--- config.mk ---
export PLATFORM = sky130hd
export DESIGN_NAME = counter_sequencer
export DESIGN_NICKNAME = d
export VERILOG_FILES = /design/src/rtl/counter_sequencer.sv
export SDC_FILE = /design/constraint.sdc
export NUM_CORES = 1
export LEC_CHECK = 0
export CORE_MARGIN = 3
export CORE_UTILIZATION = 40
export CTS_BUF_LIST = sky130_fd_sc_hd__clkbuf_8
export CTS_CLUSTER_SIZE = 30
export DETAILED_ROUTE_END_ITERATION = 10
export GPL_TIMING_DRIVEN = 1
export PLACE_DENSITY = 0.64
export SKIP_LAST_GASP = 1
export SYNTH_ARGS = -nofsm -noshare
export SYNTH_HDL_FRONTEND = slang
export SYNTH_SLANG_ARGS = --single-unit
export TNS_END_PERCENT = 50
--- constraint.sdc ---
create_clock -name clk -period 3 [get_ports clk]
set_input_delay 0.6 -clock clk [delete_from_list [all_inputs] [get_ports clk]]
set_output_delay 0.6 -clock clk [all_outputs]
set_load 0.005 [all_outputs]
--- src/rtl/counter_sequencer.sv ---
// Command-driven up/down counter sequencer with LED tap.
// Define COUNTER_SEQUENCER_SATURATE_EN to saturate at the ends of the range.
module counter_sequencer #(
    parameter int WIDTH   = 32,
    parameter int LED_LSB = 22
) (
    input  logic             clk,
    input  logic             rst,
    input  logic             cmd_valid,
    output logic             cmd_ready,
    input  logic [1:0]       cmd_op,
    input  logic [WIDTH-1:0] cmd_arg,
    input  logic             abort,
    output logic [WIDTH-1:0] count,
    output logic [3:0]       io_led,
    output logic             direction,
    output logic             busy,
    output logic             done,
    output logic             sat
);

    typedef enum logic {
        IDLE,
        RUN
    } state_t;

    localparam logic [1:0] OP_LOAD = 2'b00;
    localparam logic [1:0] OP_UP   = 2'b01;
    localparam logic [1:0] OP_DOWN = 2'b10;
    localparam logic [1:0] OP_NOP  = 2'b11;

    localparam logic [WIDTH-1:0] ZERO = '0;
    localparam logic [WIDTH-1:0] ONE  = {{(WIDTH-1){1'b0}}, 1'b1};
`ifdef COUNTER_SEQUENCER_SATURATE_EN
    localparam logic [WIDTH-1:0] MAX  = '1;
`endif

    state_t           state;
    logic [WIDTH-1:0] remaining;
    logic             accept;
    logic             last;
    logic [WIDTH-1:0] next_count;
`ifdef COUNTER_SEQUENCER_SATURATE_EN
    logic             sat_r;
    logic             at_end;
`endif

    assign cmd_ready = (state == IDLE);
    assign accept    = cmd_valid && cmd_ready;
    assign last      = (remaining == ONE);
    assign io_led    = count[LED_LSB+3:LED_LSB];

    // One step in the latched direction, modulo 2^WIDTH.
    assign next_count = direction ? count + ONE : count - ONE;

`ifdef COUNTER_SEQUENCER_SATURATE_EN
    // A step that would leave the range ends the run instead.
    assign at_end = direction ? (count == MAX) : (count == ZERO);
    assign sat    = sat_r;
`else
    assign sat    = 1'b0;
`endif

    // Sequencer FSM: command decode in IDLE, stepping in RUN.
    always_ff @(posedge clk or negedge rst) begin
        if (!rst) begin
            state     <= IDLE;
            count     <= '0;
            remaining <= '0;
            direction <= 1'b1;
            busy      <= 1'b0;
            done      <= 1'b0;
`ifdef COUNTER_SEQUENCER_SATURATE_EN
            sat_r     <= 1'b0;
`endif
        end else begin
            done <= 1'b0;
`ifdef COUNTER_SEQUENCER_SATURATE_EN
            sat_r <= 1'b0;
`endif
            unique case (state)
                IDLE: begin
                    if (accept) begin
                        unique case (cmd_op)
                            OP_LOAD: count <= cmd_arg;
                            OP_UP, OP_DOWN: begin
                                direction <= (cmd_op == OP_UP);
                                if (cmd_arg == ZERO) begin
                                    done <= 1'b1;
                                end else begin
                                    remaining <= cmd_arg;
                                    state     <= RUN;
                                    busy      <= 1'b1;
                                end
                            end
                            OP_NOP: ;
                            default: ;
                        endcase
                    end
                end
                RUN: begin
                    if (abort) begin
                        state     <= IDLE;
                        busy      <= 1'b0;
                        remaining <= '0;
`ifdef COUNTER_SEQUENCER_SATURATE_EN
                    end else if (at_end) begin
                        state     <= IDLE;
                        busy      <= 1'b0;
                        remaining <= '0;
                        done      <= 1'b1;
                        sat_r     <= 1'b1;
`endif
                    end else begin
                        count     <= next_count;
                        remaining <= remaining - ONE;
                        if (last) begin
                            state <= IDLE;
                            busy  <= 1'b0;
                            done  <= 1'b1;
                        end
                    end
                end
                default: state <= IDLE;
            endcase
        end
    end

endmodule

==> results_dict.tcl <==
set metrics [dict create \
    cts.sinks 68 \
    max_slew_margin 0.475 \
    grt_pass1_vias 4997 \
    synth_top_area_frac 0.323 \
    period_share 0.980 \
    cts_tree "yes" \
    grt_pass1_wl_um 26500 \
    drive_gt1_frac 0.139 \
    cp-start-kind "flip-flop" \
    finalWorstSetupSlack_ps 58.9 \
    postCtsHoldBufs 0 \
    vias 5202 \
    crit_path_end_kind "flip-flop" \
    port_buffers 77 \
    rr_worst_depth 14 \
    leakage_nw 2.84 \
    clockBufferDepth 2 \
    max_freq_ghz 0.340 \
    hold_path.class "in -> async" \
    htree_levels 3 \
    clk_pin_slew_ps 80 \
    design_area_um2 6760 \
    area_delta_synth_final_pct 30.3 \
    cts-root-buf "clkbuf_8" \
    cellPowerDensity_nw_per_um2 1380 \
    grt_max_degree 60 \
    yosys-top-cells-count "72 x a21oi_1, 71 x o21ai_0, 67 x dfrtp_1" \
    antenna_cells 0 \
    syn_inst 651 \
    placed_cell_area_um2 6390 \
    core_area_um2 12400 \
    worst_pin_slew_ps 780 \
    yosysMostFrequentCell "a21oi_1" \
    fillerInstances 1201 \
    rsz0062_at_grt "yes" \
    synth-seq-cells 68 \
    gr-total-overflow 0 \
    dp_hpwl_um 12600 \
    fp.dieW_um 120 \
    drcViolationCount 0 \
    crit_required_ps 3250 \
    maxSlewViolCount 0 \
    dieArea_um2 14400 \
    synthArstFlopShare 1.00 \
    arrival_ps 3190 \
    drv_cap 0 \
    drtIter0Drc 360 \
    period_minus_slack_ps 2940 \
    synth_area_leaders "dfrtp_1 32%, ha_1 8.2%, a21oi_1 6.9%" \
    num_rows 40 \
    yosysSeqAreaShare 0.328 \
    hold_viol 0 \
    fin_nets 825 \
    synthFlopType "dfrtp_1" \
    dp_slack_ps -21.6 \
    vias_per_cell 5.62 \
    ff2ff_setup_slack_ps 60 \
    routabilityCongestion 0.962 \
    dieHeight_um 120 \
    setup_viol 0 \
    synth_edf_count 0 \
    ant_nets 0 \
    avgSynthCellArea_um2 7.97 \
    clk_latency_ps 370 \
    drtPass1Iterations 5 \
    hold_ws_ps 246 \
    path_max_fanout 10 \
    path_class "reg -> reg" \
    routed_wl_um 16400 \
    routedWlPerCell_um 17.7 \
    antenna_found_initial 0 \
    cts_made_buffers 9 \
    skew_ps 10.2 \
    yosys.area.top_type "dfrtp_1" \
    mappedNetlistArea_um2 5190 \
    peakVddDrop_uv 754 \
    ys.warnings.count 0 \
    grt_use_total 0.234 \
    r2r_start "direction" \
    status "complete, no violations" \
    synth.distinct_cells 64 \
    synth_nets 724 \
    ioPinCount 79 \
    start_util 0.420 \
    reg2reg_to "count[29]" \
]
==> power breakdown <==
part	switching [mW]	internal (mW)	total, mW	leakage [nW]
combinational	3.56	3.19	6.75	1.89
sequential	0.427	1.36	1.78	0.838
clock	0.391	0.424	0.815	0.107
total	4.38	4.97	9.35	2.84
==> stage by stage <==
step | total power, mW | cells | utilization | setup TNS [ps]
finish | 9.35 | 925 | 0.547 | 0
global route | 10.2 | 925 | 0.547 | -290
CTS | 8.98 | 924 | 0.536 | -0.464
detailed placement | 8.07 | 908 | 0.517 | -21.6
global placement | 7.97 | 908 | 0.517 | 0
floorplan | 5.97 | 651 | - | -326
==> worst max path at each step <==
stage,from,endpoint,cells after the start
detailed placement,direction,count[31],13
global route,direction,count[31],13
finish,direction,count[29],14
floorplan,direction,count[31],12
CTS,direction,count[29],14
global placement,cmd_arg[13],remaining[5],8
==> layout by cell type, fill, tap and decap left out, drive strengths merged, types with 6 or more instances in the layout <==
master         synthesis  routed
clkbuf                20      11
nor2b                 18      18
xor2                  11      11
dfrtp                 67      67
ha                    34      34
nor3                  20      20
o21ai                 97      97
a31oi                 15      15
clkdlybuf4s50          0      76
nand2                 59      59
buf                   12      46
nor4                  13      13
a21oi                 72      72
mux2i                  9       9
xnor2                 15      15
a21o                  16      16
inv                   21      22
nor2                  65      65
o21bai                 6       6
o211ai                 7       7
nand4                  8       8
==> worst max-delay path, cell delays in order (launching register included) <==
cell	delay, ps
dfstp_2	540
inv_2	60
buf_12	150
ha_1	300
a21oi_2	150
and3b_1	190
a211o_1	290
o21ai_2	180
buf_4	160
o2bb2ai_1	100
a31oi_1	190
o21ai_0	130
xor2_1	160
a21oi_1	140
o21ai_0	80
==> final cells by class <==
| cell class | count | area, um2 | share of cell area |
|---|---|---|---|
| clock inverters | 5 | 51.3 | 0.00759 |
| multi-input cells | 530 | 3430 | 0.508 |
| clock buffers | 11 | 151 | 0.0224 |
| inverters | 21 | 78.8 | 0.0117 |
| flip-flops and latches | 68 | 1700 | 0.252 |
| repair buffers | 122 | 1130 | 0.167 |
| well taps | 168 | 210 | 0.0311 |
==> state kept, by name, summed over array words and instances, names as in the netlist <==
signal / count
done: 1
busy: 1
direction: 1
count: 32
remaining: 32
state: 1
==> kinds of logic after synthesis <==
| family | after synthesis | share of synthesized area |
|---|---|---|
| compound gates | 246 | 0.276 |
| simple gates | 213 | 0.203 |
| flops | 68 | 0.328 |
| buf+inv | 53 | 0.0446 |
| fa+ha+maj | 35 | 0.0858 |
| xor+xnor | 26 | 0.0439 |
| mux | 9 | 0.0174 |
| other cells | 1 | 0.000723 |
==> metal layers <==
layer / wire [um] / GRT usage
met1: 7710 / 0.327
met2: 7480 / 0.362
met3: 844 / 0.0372
met4: 370 / 0.0888
met5: 0 / 0
==> what timing repair did <==
action | CTS | global route
pin swaps | 4 | 11
gates resized for setup | 5 | 26
endpoints found under the setup margin | 6 | 17
buffers inserted | 0 | 1
Note: power is estimated with default switching activity, not from simulation.
